[config.mk]
export PLATFORM = sky130hd
export DESIGN_NAME = fft_frame_sched_flat
export DESIGN_NICKNAME = d
export VERILOG_FILES = /design/src/rtl/fft_frame_sched_pkg.sv /design/src/rtl/fft_frame_sched_if.sv /design/src/rtl/fft_tag_fifo.sv /design/src/rtl/fft_frame_sched.sv /design/src/flat_wrapper.sv
export SDC_FILE = /design/constraint.sdc
export NUM_CORES = 1
export LEC_CHECK = 0
export CAP_MARGIN = 15
export CORE_MARGIN = 2
export CORE_UTILIZATION = 30
export CTS_BUF_LIST = sky130_fd_sc_hd__clkbuf_8
export CTS_CLUSTER_DIAMETER = 150
export DETAILED_ROUTE_END_ITERATION = 8
export PLACE_DENSITY = 0.72
export SETUP_SLACK_MARGIN = 0.15
export SYNTH_ARGS = -nofsm -noshare
export SYNTH_HDL_FRONTEND = slang
export SYNTH_HIERARCHICAL = 1
export SYNTH_SLANG_ARGS = --single-unit
[constraint.sdc]
create_clock -name clk -period 3.4 [get_ports clk]
set_input_delay 0.85 -clock clk [delete_from_list [all_inputs] [get_ports clk]]
set_output_delay 0.85 -clock clk [all_outputs]
set_load 0.05 [all_outputs]
[src/rtl/fft_frame_sched_pkg.sv]
// Shared constants for the FFT frame scheduler: sample format, FFT size and FSM encodings.
// Optional feature macro used by the scheduler: FFT_SCHED_PRIO_EN.
package fft_frame_sched_pkg;

   localparam int DATA_WID     = 16;
   localparam int FFT_LEN      = 64;
   localparam int LOG2_FFT_LEN = 6;

   localparam logic [1:0] FFT_SCHED_ST_IDLE   = 2'd0;
   localparam logic [1:0] FFT_SCHED_ST_STREAM = 2'd1;
   localparam logic [1:0] FFT_SCHED_ST_GAP    = 2'd2;

   // Width of a source ID for a given source count; never narrower than one bit.
   function automatic int fft_sched_ch_wid(input int n_ch);
      return (n_ch <= 2) ? 1 : $clog2(n_ch);
   endfunction

endpackage

[src/rtl/fft_frame_sched_if.sv]
// Source-side bundle of the FFT frame scheduler: per-source frame requests, sample buses and grants.
interface fft_frame_sched_if #(
   parameter int N_CH = 4,
   parameter int DW   = 16
);
   // req_i[c] means source c holds a complete frame; while gnt_o[c] is high the scheduler consumes
   // the sample on slice c every cycle and the source must present the next one the following cycle.
   logic [N_CH-1:0]    req_i;
   logic [N_CH*DW-1:0] src_re_i;
   logic [N_CH*DW-1:0] src_im_i;
   logic [N_CH-1:0]    gnt_o;

   modport master (output req_i, output src_re_i, output src_im_i, input gnt_o);
   modport slave  (input req_i, input src_re_i, input src_im_i, output gnt_o);
endinterface

[src/rtl/fft_tag_fifo.sv]
// Synchronous FIFO holding source IDs of frames in flight; push and pop may coincide when full.
module fft_tag_fifo #(
   parameter int WID   = 2,
   parameter int DEPTH = 4,
   localparam int AW   = (DEPTH > 1) ? $clog2(DEPTH) : 1
) (
   input  logic           clk,
   input  logic           rst_n,
   input  logic           push_i,
   input  logic [WID-1:0] data_i,
   input  logic           pop_i,
   output logic [WID-1:0] head_o,
   output logic           full_o,
   output logic           empty_o,
   output logic [AW:0]    count_o
);

   logic [WID-1:0] mem_q [DEPTH];
   logic [AW-1:0]  wr_q, wr_d, rd_q, rd_d;
   logic [AW:0]    cnt_q, cnt_d;
   logic           do_push, do_pop;

   assign empty_o = (cnt_q == '0);
   assign full_o  = (cnt_q == (AW+1)'(DEPTH));
   assign count_o = cnt_q;
   assign head_o  = mem_q[rd_q];

   // A push into a full FIFO is accepted only when the head leaves in the same cycle.
   assign do_pop  = pop_i & ~empty_o;
   assign do_push = push_i & (~full_o | do_pop);

   always_comb begin
      wr_d  = wr_q;
      rd_d  = rd_q;
      cnt_d = cnt_q;
      if (do_push) wr_d = (wr_q == AW'(DEPTH-1)) ? '0 : wr_q + AW'(1);
      if (do_pop)  rd_d = (rd_q == AW'(DEPTH-1)) ? '0 : rd_q + AW'(1);
      case ({do_push, do_pop})
         2'b10:   cnt_d = cnt_q + (AW+1)'(1);
         2'b01:   cnt_d = cnt_q - (AW+1)'(1);
         default: cnt_d = cnt_q;
      endcase
   end

   always_ff @(posedge clk or negedge rst_n) begin
      if (!rst_n) begin
         wr_q  <= '0;
         rd_q  <= '0;
         cnt_q <= '0;
      end else begin
         wr_q  <= wr_d;
         rd_q  <= rd_d;
         cnt_q <= cnt_d;
      end
   end

   always_ff @(posedge clk) begin
      if (do_push) mem_q[wr_q] <= data_i;
   end

endmodule

[src/rtl/fft_frame_sched.sv]
// Round-robin scheduler feeding one shared FFT core with whole frames and tagging its output frames.
// Define FFT_SCHED_PRIO_EN to give source 0 strict priority over the round-robin sources.
module fft_frame_sched
   import fft_frame_sched_pkg::*;
#(
   parameter int N_CH      = 4,
   parameter int TAG_DEPTH = 4,
   parameter int GAP_CYC   = 1,
   localparam int CH_WID   = fft_sched_ch_wid(N_CH)
) (
   input  logic                clk,
   input  logic                rst_n,
   fft_frame_sched_if.slave    src_if,
   output logic                fft_val_o,
   output logic [DATA_WID-1:0] fft_re_o,
   output logic [DATA_WID-1:0] fft_im_o,
   input  logic                fft_val_i,
   output logic [CH_WID-1:0]   out_ch_o,
   output logic                out_sof_o,
   output logic                out_eof_o,
   output logic                busy_o,
   output logic                err_o,
   output logic [1:0]          dbg_state_o
);

   localparam int CW     = LOG2_FFT_LEN;
   localparam int GW     = (GAP_CYC > 1) ? $clog2(GAP_CYC) : 1;
   localparam int TAG_AW = (TAG_DEPTH > 1) ? $clog2(TAG_DEPTH) : 1;

   logic [1:0]          state_q, state_d;
   logic [CH_WID-1:0]   ptr_q, ptr_d, win_q, win_d;
   logic [N_CH-1:0]     gnt_q, gnt_d;
   logic [CW-1:0]       cnt_q, cnt_d, ocnt_q, ocnt_d;
   logic [GW-1:0]       gap_q, gap_d;
   logic                val_q, val_d, err_q, err_d;
   logic [DATA_WID-1:0] re_q, re_d, im_q, im_d;

   logic [N_CH-1:0]     rr_req;
   logic                rr_found, prio_hit, any_req;
   logic [CH_WID-1:0]   rr_idx, win_idx;
   logic                push, pop;
   logic [CH_WID-1:0]   fifo_head;
   logic                fifo_full, fifo_empty;
   logic [TAG_AW:0]     fifo_cnt;

`ifdef FFT_SCHED_PRIO_EN
   assign prio_hit = src_if.req_i[0];
   assign rr_req   = {src_if.req_i[N_CH-1:1], 1'b0};
`else
   assign prio_hit = 1'b0;
   assign rr_req   = src_if.req_i;
`endif

   assign any_req = |src_if.req_i;
   assign win_idx = prio_hit ? '0 : rr_idx;

   // Search starts just after the last round-robin winner and wraps.
   always_comb begin
      rr_found = 1'b0;
      rr_idx   = '0;
      for (int i = 1; i <= N_CH; i++) begin
         if (!rr_found && rr_req[(int'(ptr_q) + i) % N_CH]) begin
            rr_found = 1'b1;
            rr_idx   = CH_WID'((int'(ptr_q) + i) % N_CH);
         end
      end
   end

   always_comb begin
      state_d = state_q;
      ptr_d   = ptr_q;
      win_d   = win_q;
      gnt_d   = gnt_q;
      cnt_d   = cnt_q;
      gap_d   = gap_q;
      val_d   = 1'b0;
      re_d    = '0;
      im_d    = '0;
      push    = 1'b0;
      case (state_q)
         FFT_SCHED_ST_IDLE: begin
            if (any_req && !fifo_full) begin
               push    = 1'b1;
               win_d   = win_idx;
               gnt_d   = N_CH'(1) << win_idx;
               cnt_d   = '0;
               state_d = FFT_SCHED_ST_STREAM;
               if (!prio_hit) ptr_d = win_idx;
            end
         end
         FFT_SCHED_ST_STREAM: begin
            val_d = 1'b1;
            re_d  = src_if.src_re_i[int'(win_q)*DATA_WID +: DATA_WID];
            im_d  = src_if.src_im_i[int'(win_q)*DATA_WID +: DATA_WID];
            cnt_d = cnt_q + CW'(1);
            if (cnt_q == CW'(FFT_LEN-1)) begin
               gnt_d   = '0;
               cnt_d   = '0;
               gap_d   = '0;
               state_d = FFT_SCHED_ST_GAP;
            end
         end
         FFT_SCHED_ST_GAP: begin
            // Idle input cycles let the FFT core's sample counter return to zero.
            if (gap_q == GW'(GAP_CYC-1)) state_d = FFT_SCHED_ST_IDLE;
            else                          gap_d   = gap_q + GW'(1);
         end
         default: begin
            gnt_d   = '0;
            state_d = FFT_SCHED_ST_IDLE;
         end
      endcase
   end

   assign out_sof_o = fft_val_i & (ocnt_q == '0);
   assign out_eof_o = fft_val_i & (ocnt_q == CW'(FFT_LEN-1));
   assign pop       = out_eof_o & ~fifo_empty;
   assign ocnt_d    = fft_val_i ? ocnt_q + CW'(1) : ocnt_q;
   assign err_d     = err_q | (fft_val_i & fifo_empty);
   assign out_ch_o  = fifo_empty ? '0 : fifo_head;

   fft_tag_fifo #(
      .WID   (CH_WID),
      .DEPTH (TAG_DEPTH)
   ) u_tag_fifo (
      .clk     (clk),
      .rst_n   (rst_n),
      .push_i  (push),
      .data_i  (win_d),
      .pop_i   (pop),
      .head_o  (fifo_head),
      .full_o  (fifo_full),
      .empty_o (fifo_empty),
      .count_o (fifo_cnt)
   );

   always_ff @(posedge clk or negedge rst_n) begin
      if (!rst_n) begin
         state_q <= FFT_SCHED_ST_IDLE;
         ptr_q   <= CH_WID'(N_CH-1);
         win_q   <= '0;
         gnt_q   <= '0;
         cnt_q   <= '0;
         gap_q   <= '0;
         val_q   <= 1'b0;
         re_q    <= '0;
         im_q    <= '0;
         ocnt_q  <= '0;
         err_q   <= 1'b0;
      end else begin
         state_q <= state_d;
         ptr_q   <= ptr_d;
         win_q   <= win_d;
         gnt_q   <= gnt_d;
         cnt_q   <= cnt_d;
         gap_q   <= gap_d;
         val_q   <= val_d;
         re_q    <= re_d;
         im_q    <= im_d;
         ocnt_q  <= ocnt_d;
         err_q   <= err_d;
      end
   end

   assign src_if.gnt_o = gnt_q;
   assign fft_val_o    = val_q;
   assign fft_re_o     = re_q;
   assign fft_im_o     = im_q;
   assign err_o        = err_q;
   assign busy_o       = (state_q != FFT_SCHED_ST_IDLE) | (fifo_cnt != '0);
   assign dbg_state_o  = state_q;

endmodule
[src/flat_wrapper.sv]
// flat-port wrapper written by rule: the top's interface ports become plain ports
module fft_frame_sched_flat import fft_frame_sched_pkg::*;
#(
   parameter int N_CH      = 4,
   parameter int TAG_DEPTH = 4,
   parameter int GAP_CYC   = 1,
   localparam int CH_WID   = fft_sched_ch_wid(N_CH)
)
  (clk, rst_n, fft_val_o, fft_re_o, fft_im_o, fft_val_i, out_ch_o, out_sof_o, out_eof_o, busy_o, err_o, dbg_state_o, src_if_req_i, src_if_src_re_i, src_if_src_im_i, src_if_gnt_o);
  fft_frame_sched_if #(.N_CH(N_CH)) src_if_i ();
  input  logic clk;
  input  logic rst_n;
  output logic fft_val_o;
  output logic [DATA_WID-1:0] fft_re_o;
  output logic [DATA_WID-1:0] fft_im_o;
  input  logic fft_val_i;
  output logic [CH_WID-1:0] out_ch_o;
  output logic out_sof_o;
  output logic out_eof_o;
  output logic busy_o;
  output logic err_o;
  output logic [1:0] dbg_state_o;
  input wire logic [$bits(src_if_i.req_i)-1:0] src_if_req_i;
  input wire logic [$bits(src_if_i.src_re_i)-1:0] src_if_src_re_i;
  input wire logic [$bits(src_if_i.src_im_i)-1:0] src_if_src_im_i;
  output wire logic [$bits(src_if_i.gnt_o)-1:0] src_if_gnt_o;
  assign src_if_i.req_i = src_if_req_i;
  assign src_if_i.src_re_i = src_if_src_re_i;
  assign src_if_i.src_im_i = src_if_src_im_i;
  assign src_if_gnt_o = src_if_i.gnt_o;
  fft_frame_sched #(.N_CH(N_CH), .TAG_DEPTH(TAG_DEPTH), .GAP_CYC(GAP_CYC)) u_core (.clk(clk), .rst_n(rst_n), .src_if(src_if_i), .fft_val_o(fft_val_o), .fft_re_o(fft_re_o), .fft_im_o(fft_im_o), .fft_val_i(fft_val_i), .out_ch_o(out_ch_o), .out_sof_o(out_sof_o), .out_eof_o(out_eof_o), .busy_o(busy_o), .err_o(err_o), .dbg_state_o(dbg_state_o));
endmodule
# Word-level counts from Yosys, hierarchy flattened
# Memory sizes are Yosys's and may differ from the RTL's.
# Cells that the tools add are included.
# Widths: inputs -> output; s select.
# op_classes
n_addsub	11
order_cmp	4
eq_ne	12
shift	3
mux	45
bitwise_logic	16
n_reduce_logical	26
# op_table
cell	n
$shiftx 64x7->16	2
$mux 16	2
$mux 2	12
$mux 1	18
$lt 3x4->1 const B	4
$add 6x1->6 const B	2
$eq 6x6->1 const B	2
$mux 6	2
$pmux 4 s3	1
$pmux 6 s2	1
$add 2x1->2 const B	4
$bmux 1 s2	4
$eq 2x2->1 const B	4
$mux 4	2
$reduce_bool 2->1	4
$reduce_or 2->1	4
$and 1x1->1	6
$logic_not 6->1	1
$pmux 2 s3	1
$pmux 3 s2	1
$reduce_and 2->1	3
$reduce_and 3->1	2
$add 2x2->2 const B	2
$and 1x1->1 const A	4
17 further kinds	29
# word_totals
register_bits	64
ramBits	8
inputBits	135
output_inout_bits	45
elab_cells	132
mem_count	1
# mem_list
memory	words	word_bits	rd	rd_ports_with_merged_regs	wr	line_no	text
u_core.u_tag_fifo.mem_q	4	2	1	0	1	fft_tag_fifo.sv:18	logic [WID-1:0] mem_q [DEPTH];

# Longest topological paths before layout
# Gate-level depths: netlist of the first run.
# depth
depth_word	19
depth_mapped	13
ltp_nobuf	11

# By module
# The synthesis of the first run kept the hierarchy.
# modules_own_cells
mod	n_inst	cells_per_inst	area_per_inst_um2	seq_area_each_um2
fft_frame_sched	1	221	3006.6	1403.8
fft_tag_fifo	1	64	830.8	415.4

# Worst setup path after synthesis of the first run
# OpenSTA, ideal clock, no wires.
# synth_timing
kind	input to output
from	input fft_val_i
to	output out_sof_o
arrival_ps	2246
required_ps	2550
slack_ps	304
stages	3
path_buffers	1
path_cell_list	clkbuf_1 nand4bb_1 nor3_1
# synth_between
elab_chain_cells	1
# synth_rtl
item	line_no	text
from (decl)	flat_wrapper.sv:16	input logic fft_val_i;
$and 1x1->1	fft_frame_sched.sv:115	assign out_sof_o = fft_val_i & (ocnt_q == '0);
to (decl)	flat_wrapper.sv:18	output logic out_sof_o;
# Every way passes these cells.

# Worst setup path after layout of the first run
# layout_timing
from	register u_core.u_tag_fifo.rd_q[0]
to	output out_ch_o[1]
# layout_between
elab_chain_cells	2
# layout_rtl
item	line_no	text
from (decl)	fft_tag_fifo.sv:19	logic [AW-1:0] wr_q, wr_d, rd_q, rd_d;
from (signal assigned)	fft_tag_fifo.sv:52	rd_q <= rd_d;
$mem_v2 4x2	-	
via u_core.fifo_head[1]	fft_frame_sched.sv:42	logic [CH_WID-1:0] fifo_head;
$mux 2	fft_frame_sched.sv:120	assign out_ch_o = fifo_empty ? '0 : fifo_head;
to (decl)	flat_wrapper.sv:17	output logic [CH_WID-1:0] out_ch_o;
# The timed path passes the listed nets, and every way through them passes these cells.

==> flow_metrics.py, run 1 <==
metrics = {
    "run_status": {
        "status": "completed",
    },
    "clock_tree": {
        "postCtsSetupBuffers": 0,
        "holdBufCountCts": 0,
        "clockRootBuffer": "clkbuf_8",
        "cts_resized": 0,
        "cts_sinks": 71,
        "path_clk_slew_ps": 80,
        "htreeDepth": 3,
        "cts_buffers": 9,
        "clock_latency_ps": 340,
        "cts_tree": "built",
        "clockBufferDepth": 2,
    },
    "worst_setup_path": {
        "worst_r2r_endpoint": "u_core/u_tag_fifo/count_o[1]",
        "critPathMaxFanout": 5,
        "critPathArrivalTime_ps": 2180,
        "rr_startpoint": "u_core/u_tag_fifo/count_o[2]",
        "ff2ff_path_depth": 11,
        "cp-start-kind": "register",
        "cp-end-kind": "output port",
        "worstSetupPathType": "register to output port",
        "cp_data_required_time_ps": 2550,
        "regToRegSetupSlack_ps": 750,
    },
    "sta": {
        "period_share_pct": 89.1,
        "max-slew-margin-rel_pct": 52.3,
        "period_minus_slack_ps": 3030,
        "finalMaxSlewViolations": 0,
        "setup_tns_ps": 0,
        "worst_slew_pin_slew_ps": 716,
        "whs_ps": 467,
        "finalHoldViolCount": 0,
        "finClkSkew_ps": 7.60,
        "setup_ws_ps": 371,
        "timing.fmax_ghz": 0.330,
        "rsz0062_at_grt": "false",
        "setup_viol": 0,
    },
    "yosys": {
        "synth-edff-count": 8,
        "ys_ff_latch": 71,
        "netlist_top_cells_count": "dfrtp_1, and2_1, mux4_2",
        "postSynthAreaPerCell_um2": 13.5,
        "synthSimpleGateAreaFrac_pct": 14.7,
        "synth-async-reset-ratio_pct": 88.7,
        "synth_compound_gate_area_share_pct": 7.37,
        "synth.distinct_cells": 59,
        "synthAdderAreaFrac_pct": 3.13,
        "yosysMostFrequentCell": "dfrtp_1",
        "ys_warn_count": 6,
        "synth_area_leader_cell": "dfrtp_1",
        "synth_nets": 429,
        "syn_inst": 285,
        "synthMuxAreaShare_pct": 21.8,
        "synth_top_area_share_pct": 39.8,
        "syn_area_um2": 3840,
        "ys_dominant_reg_cell": "dfrtp_1",
        "synth_top_family_by_area": "multiplexers",
        "synthXorXnorAreaFrac_pct": 1.83,
        "synth_area_leaders": "dfrtp_1, mux4_2, edfxtp_1, and2_1, ha_1",
        "yosysSeqAreaShare_pct": 47.4,
    },
    "detailed_routing": {
        "wire_per_inst_um": 14.8,
        "ant_nets": 0,
        "vias": 3012,
        "finalWirelength_um": 9560,
        "drcViolationCount": 0,
        "vias_per_cell": 4.67,
        "drt_iter0_drc": 70,
        "first_pass_iters": 4,
    },
    "final_layout": {
        "diodes": 0,
        "layout-drive-gt1-share_pct": 16.9,
        "area_delta_synth_final_pct": 57.1,
        "final_nets": 612,
        "fin_area_um2": 6030,
        "utilization_pct": 48.0,
    },
    "floorplan": {
        "die_width_um": 117,
        "dieArea_um2": 13700,
        "die_height_um": 117,
        "start_util_pct": 30.5,
        "core_area_um2": 12600,
        "rows": 41,
        "ios": 180,
    },
    "global_routing": {
        "antenna_found_initial": 0,
        "grt_max_degree": 38,
        "grt.overflow.total": 0,
        "grt_pass1_wl_um": 15900,
        "grt_util_all_layers_pct": 15.0,
        "grt_pass1_vias": 3355,
    },
    "worst_hold_path": {
        "hold_depth": 1,
        "hold_end": "u_core/err_o",
        "min_from": "u_core/err_o",
        "hold_class": "register to register",
    },
    "placement": {
        "dp_hpwl_um": 7560,
        "gp_congestion": 0.796,
        "place_ws_ps": 134,
        "numPortBuffers": 179,
        "post_dp_cell_area_um2": 5840,
    },
    "pwr": {
        "leakage_nw": 2.37,
        "ir_drop_uv": 301,
        "powerDensity_nw_per_um2": 851,
    },
    "job": {
        "cap_violations": 0,
    },
}
-- sequential cells by signal, indices dropped and copies added (netlist names), 3 cells and up --
name and cells:
u_core/fft_re_o 16, u_core/fft_im_o 16, u_core/u_tag_fifo/mem_q 8, u_core/cnt_q 6
u_core/src_if.gnt_o 4, u_core/u_tag_fifo/count_o 3, u_core/ocnt_q 6
-- worst max path at each step --
stage | start | end | slack (ps)
CTS | u_core/u_tag_fifo/rd_q[0] | out_ch_o[1] | 330
finish | u_core/u_tag_fifo/rd_q[0] | out_ch_o[1] | 370
global route | u_core/u_tag_fifo/rd_q[0] | out_ch_o[1] | 260
global placement | src_if_req_i[1] | u_core/u_tag_fifo/count_o[2] | 230
detailed placement | src_if_req_i[1] | u_core/u_tag_fifo/count_o[2] | 130
floorplan | fft_val_i | out_sof_o | 300
-- logic make-up (layout without fill, tap and decap cells) --
kind of cell / count (synthesis) / count (layout)
mux: 40 / 40
buf+inv: 25 / 213
simple gates: 96 / 96
flops: 71 / 71
compound gates: 36 / 36
fa+ha+maj: 9 / 9
xor+xnor: 8 / 8
-- metal layers --
metal,share of wire (%),global-route usage (%)
met1,38,16.0
met2,52,27.7
met3,7.3,4.17
met4,2.0,6.59
met5,0,0
-- area by class of cell --
type                    instances  area, um^2
fillers                      1115        6540
repair buffers                187        1880
multi-input cells             189        1870
flip-flops and latches         71        1820
well taps                     172         215
clock buffers                   9         124
clock inverters                 7        63.8
inverters                      10        50.0
-- metrics by stage --
stage	total power, mW	instances
2_1_floorplan	3.59	285
3_3_place_gp	4.46	629
3_5_place_dp	4.52	629
4_1_cts	5.20	645
5_1_grt	5.46	645
6_report	5.13	645
-- critical path, cell delays in order, from the launching register on --
cell and delay, ps:
dfrtp_1 460, mux4_2 520, nor2b_1 150, clkdlybuf4s50_1 700
-- power by group --
part | switching [mW] | internal (mW)
registers | 0.261 | 1.25
clock network | 0.317 | 0.332
logic | 1.66 | 1.31
total | 2.24 | 2.89
-- placed cells by master (no fill, tap or decap), types with 2 or more instances in the layout --
cell type	instances
clkdlybuf4s50_1	176
dfrtp_1	60
and2_1	36
mux4_2	34
nand2_1	16
nor2_1	11
clkbuf_8	9
inv_1	8
ha_1	8
edfxtp_1	8
nor3_1	7
buf_4	7
nor2b_1	5
a21oi_1	5
o21ai_0	5
nand2b_1	4
xor2_1	4
xnor2_1	4
clkinv_2	3
buf_12	3
o21a_1	3
clkinvlp_4	2
clkinv_1	2
mux2i_1	2
nand4_1	2
or2_2	2
nand3_1	2
o21ai_2	2
o2bb2ai_2	2
a31oi_1	2
a32o_1	2
dfstp_2	2
mux2_2	2
mux2_4	2
o21bai_1	2
Note: power is estimated with default switching activity, not from simulation.
==> inputs of run 2 (changes only) <==
--- a/config.mk
+++ b/config.mk
@@ -11,9 +11,8 @@
 export CTS_BUF_LIST = sky130_fd_sc_hd__clkbuf_8
 export CTS_CLUSTER_DIAMETER = 150
 export DETAILED_ROUTE_END_ITERATION = 8
-export PLACE_DENSITY = 0.72
+export PLACE_DENSITY = 0.73
 export SETUP_SLACK_MARGIN = 0.15
 export SYNTH_ARGS = -nofsm -noshare
 export SYNTH_HDL_FRONTEND = slang
-export SYNTH_HIERARCHICAL = 1
 export SYNTH_SLANG_ARGS = --single-unit
==> run 2 against run 1 <==
Compared with the run above: core utilization is 1.2 points higher; hold slack got worse by 5.4 ps; count of clock-buffer cells in the layout unchanged; area after synthesis fell by 4.7%; combinational power shrank 63%; synthesized cell count fell by 5.6%; highest routed layer unchanged; power shrank 41%; clock power is 23% higher.
==> flow_metrics.py, run 2 <==
metrics = {
    "worst_hold_path": {
        "min_from": "u_core.err_o",
        "hold_class": "register to register",
        "hold_end": "u_core.err_o",
        "hold_depth": 1,
    },
    "sta": {
        "finalMaxSlewViolations": 0,
        "period_share_pct": 88.3,
        "setup_tns_ps": 0,
        "max-slew-margin-rel_pct": 43.8,
        "worst_slew_pin_slew_ps": 842,
        "period_minus_slack_ps": 3000,
        "timing.fmax_ghz": 0.333,
        "finClkSkew_ps": 9.57,
        "setup_viol": 0,
        "finalHoldViolCount": 0,
        "rsz0062_at_grt": "false",
    },
    "detailed_routing": {
        "drt_iter0_drc": 69,
        "ant_nets": 0,
        "finalWirelength_um": 9280,
        "vias": 2867,
        "first_pass_iters": 4,
        "wire_per_inst_um": 15.4,
        "vias_per_cell": 4.75,
        "drcViolationCount": 0,
    },
    "floorplan": {
        "ios": 180,
        "core_area_um2": 12000,
        "die_width_um": 114,
        "die_height_um": 114,
        "start_util_pct": 30.6,
        "dieArea_um2": 13100,
        "rows": 40,
    },
    "final_layout": {
        "instances_no_fill": 604,
        "layout_common_cells": "clkdlybuf4s50_1, dfrtp_1, and2_1",
        "layout-drive-gt1-share_pct": 15.5,
        "layout_commonest_cell": "clkdlybuf4s50_1",
        "final_nets": 597,
        "diodes": 0,
        "area_delta_synth_final_pct": 60.9,
    },
    "worst_setup_path": {
        "rr_startpoint": "u_core.u_tag_fifo.count_o[1]",
        "cp-end-kind": "output port",
        "worst_r2r_endpoint": "u_core.u_tag_fifo.count_o[2]",
        "regToRegSetupSlack_ps": 1090,
        "worstSetupPathType": "register to output port",
        "crit_start": "u_core.u_tag_fifo.rd_q[0]",
        "cpLargestDelayFamily": "buffers and inverters",
        "path_cells": "mux4_2 > nor2b_1 > clkdlybuf4s50_1",
        "cp_data_required_time_ps": 2550,
        "cpPeakStageDelay_ps": 690,
        "cp-start-kind": "register",
        "critPathArrivalTime_ps": 2150,
        "cp.buffers_inverters": 1,
        "critPathMaxFanout": 5,
        "ff2ff_path_depth": 9,
        "slowest_stage": "clkdlybuf4s50_1",
    },
    "yosys": {
        "synth_area_leader_cell": "dfrtp_1",
        "synth_nets": 414,
        "syn_area_um2": 3660,
        "synth_area_leaders": "dfrtp_1, mux4_2, edfxtp_1, and2_1, ha_1",
        "synth_top_area_share_pct": 41.7,
        "synth-async-reset-ratio_pct": 88.7,
        "synth-edff-count": 8,
        "ys_dominant_reg_cell": "dfrtp_1",
        "yosysMostFrequentCell": "dfrtp_1",
        "yosysSeqAreaShare_pct": 49.7,
        "ys_warn_count": 0,
        "netlist_top_cells_count": "dfrtp_1, and2_1, mux4_2",
        "syn_inst": 269,
        "ys_ff_latch": 71,
        "postSynthAreaPerCell_um2": 13.6,
        "synth.distinct_cells": 45,
    },
    "clock_tree": {
        "postCtsSetupBuffers": 0,
        "cts_resized": 0,
        "cts_buffers": 9,
        "clock_latency_ps": 340,
        "htreeDepth": 3,
        "cts_tree": "built",
        "cts_sinks": 71,
        "clockRootBuffer": "clkbuf_8",
        "holdBufCountCts": 0,
        "path_clk_slew_ps": 80,
        "clockBufferDepth": 2,
    },
    "placement": {
        "dp_hpwl_um": 7540,
        "gp_congestion": 0.795,
        "dp.cells": 588,
        "numPortBuffers": 179,
    },
    "run_status": {
        "status": "completed",
    },
    "global_routing": {
        "antenna_found_initial": 0,
        "grt_pass1_vias": 3201,
        "grt_util_all_layers_pct": 15.4,
        "grt_pass1_wl_um": 15500,
        "grt_max_degree": 37,
        "grt.overflow.total": 0,
    },
    "pwr": {
        "p_total_mw": 3.03,
        "powerDensity_nw_per_um2": 514,
        "ir_drop_uv": 193,
        "leakage_nw": 2.36,
    },
    "job": {
        "cap_violations": 0,
    },
}
-- run 2: worst max-delay path by stage --
stage | endpoint | depth (start not counted)
3_3_place_gp | u_core.u_tag_fifo.count_o[2] | 10
4_1_cts | out_ch_o[1] | 3
2_1_floorplan | u_core.u_tag_fifo.count_o[2] | 9
6_report | out_ch_o[1] | 3
5_1_grt | out_ch_o[1] | 3
3_5_place_dp | u_core.u_tag_fifo.count_o[2] | 10
-- run 2: final cells by class --
cell class	count	area [um^2]
clock buffer	9	124
tap	147	184
inverter	9	38.8
sequential	71	1820
multi-input combinational	175	1730
timing repair buffer	186	1870
clock inverter	7	113
fill	1083	6080
-- run 2: logic make-up after synthesis --
kind of cell / synth area share, %
mux: 21.8
compound gates: 6.77
fa+ha+maj: 3.63
xor+xnor: 2.16
simple gates: 13.0
buf+inv: 2.91
flops: 49.7
-- run 2: routing by layer --
layer / GRT usage, % / vias to the layer above / routed length [um]
met3: 4.29 / 16 / 681
met1: 17.4 / 1376 / 3590
met4: 7.15 / 0 / 223
met2: 26.9 / 120 / 4790
li1: - / 1355 / -
met5: 0 / - / 0
-- run 2: per-stage QoR --
step	setup slack [ps]	cell area [um^2]	utilization (%)	hold WS [ps]
after CTS	353	5880	49.2	470
final	399	5880	49.2	461
after global placement	147	5650	47.2	446
after floorplan	701	3660	-	457
after global routing	283	5880	49.2	505
after detailed placement	104	5650	47.2	455
-- run 2: where the power goes --
group	switching, mW	leakage, nW	internal (mW)
registers	0.103	0.829	1.01
logic	0.573	1.40	0.542
clock network	0.315	0.126	0.484
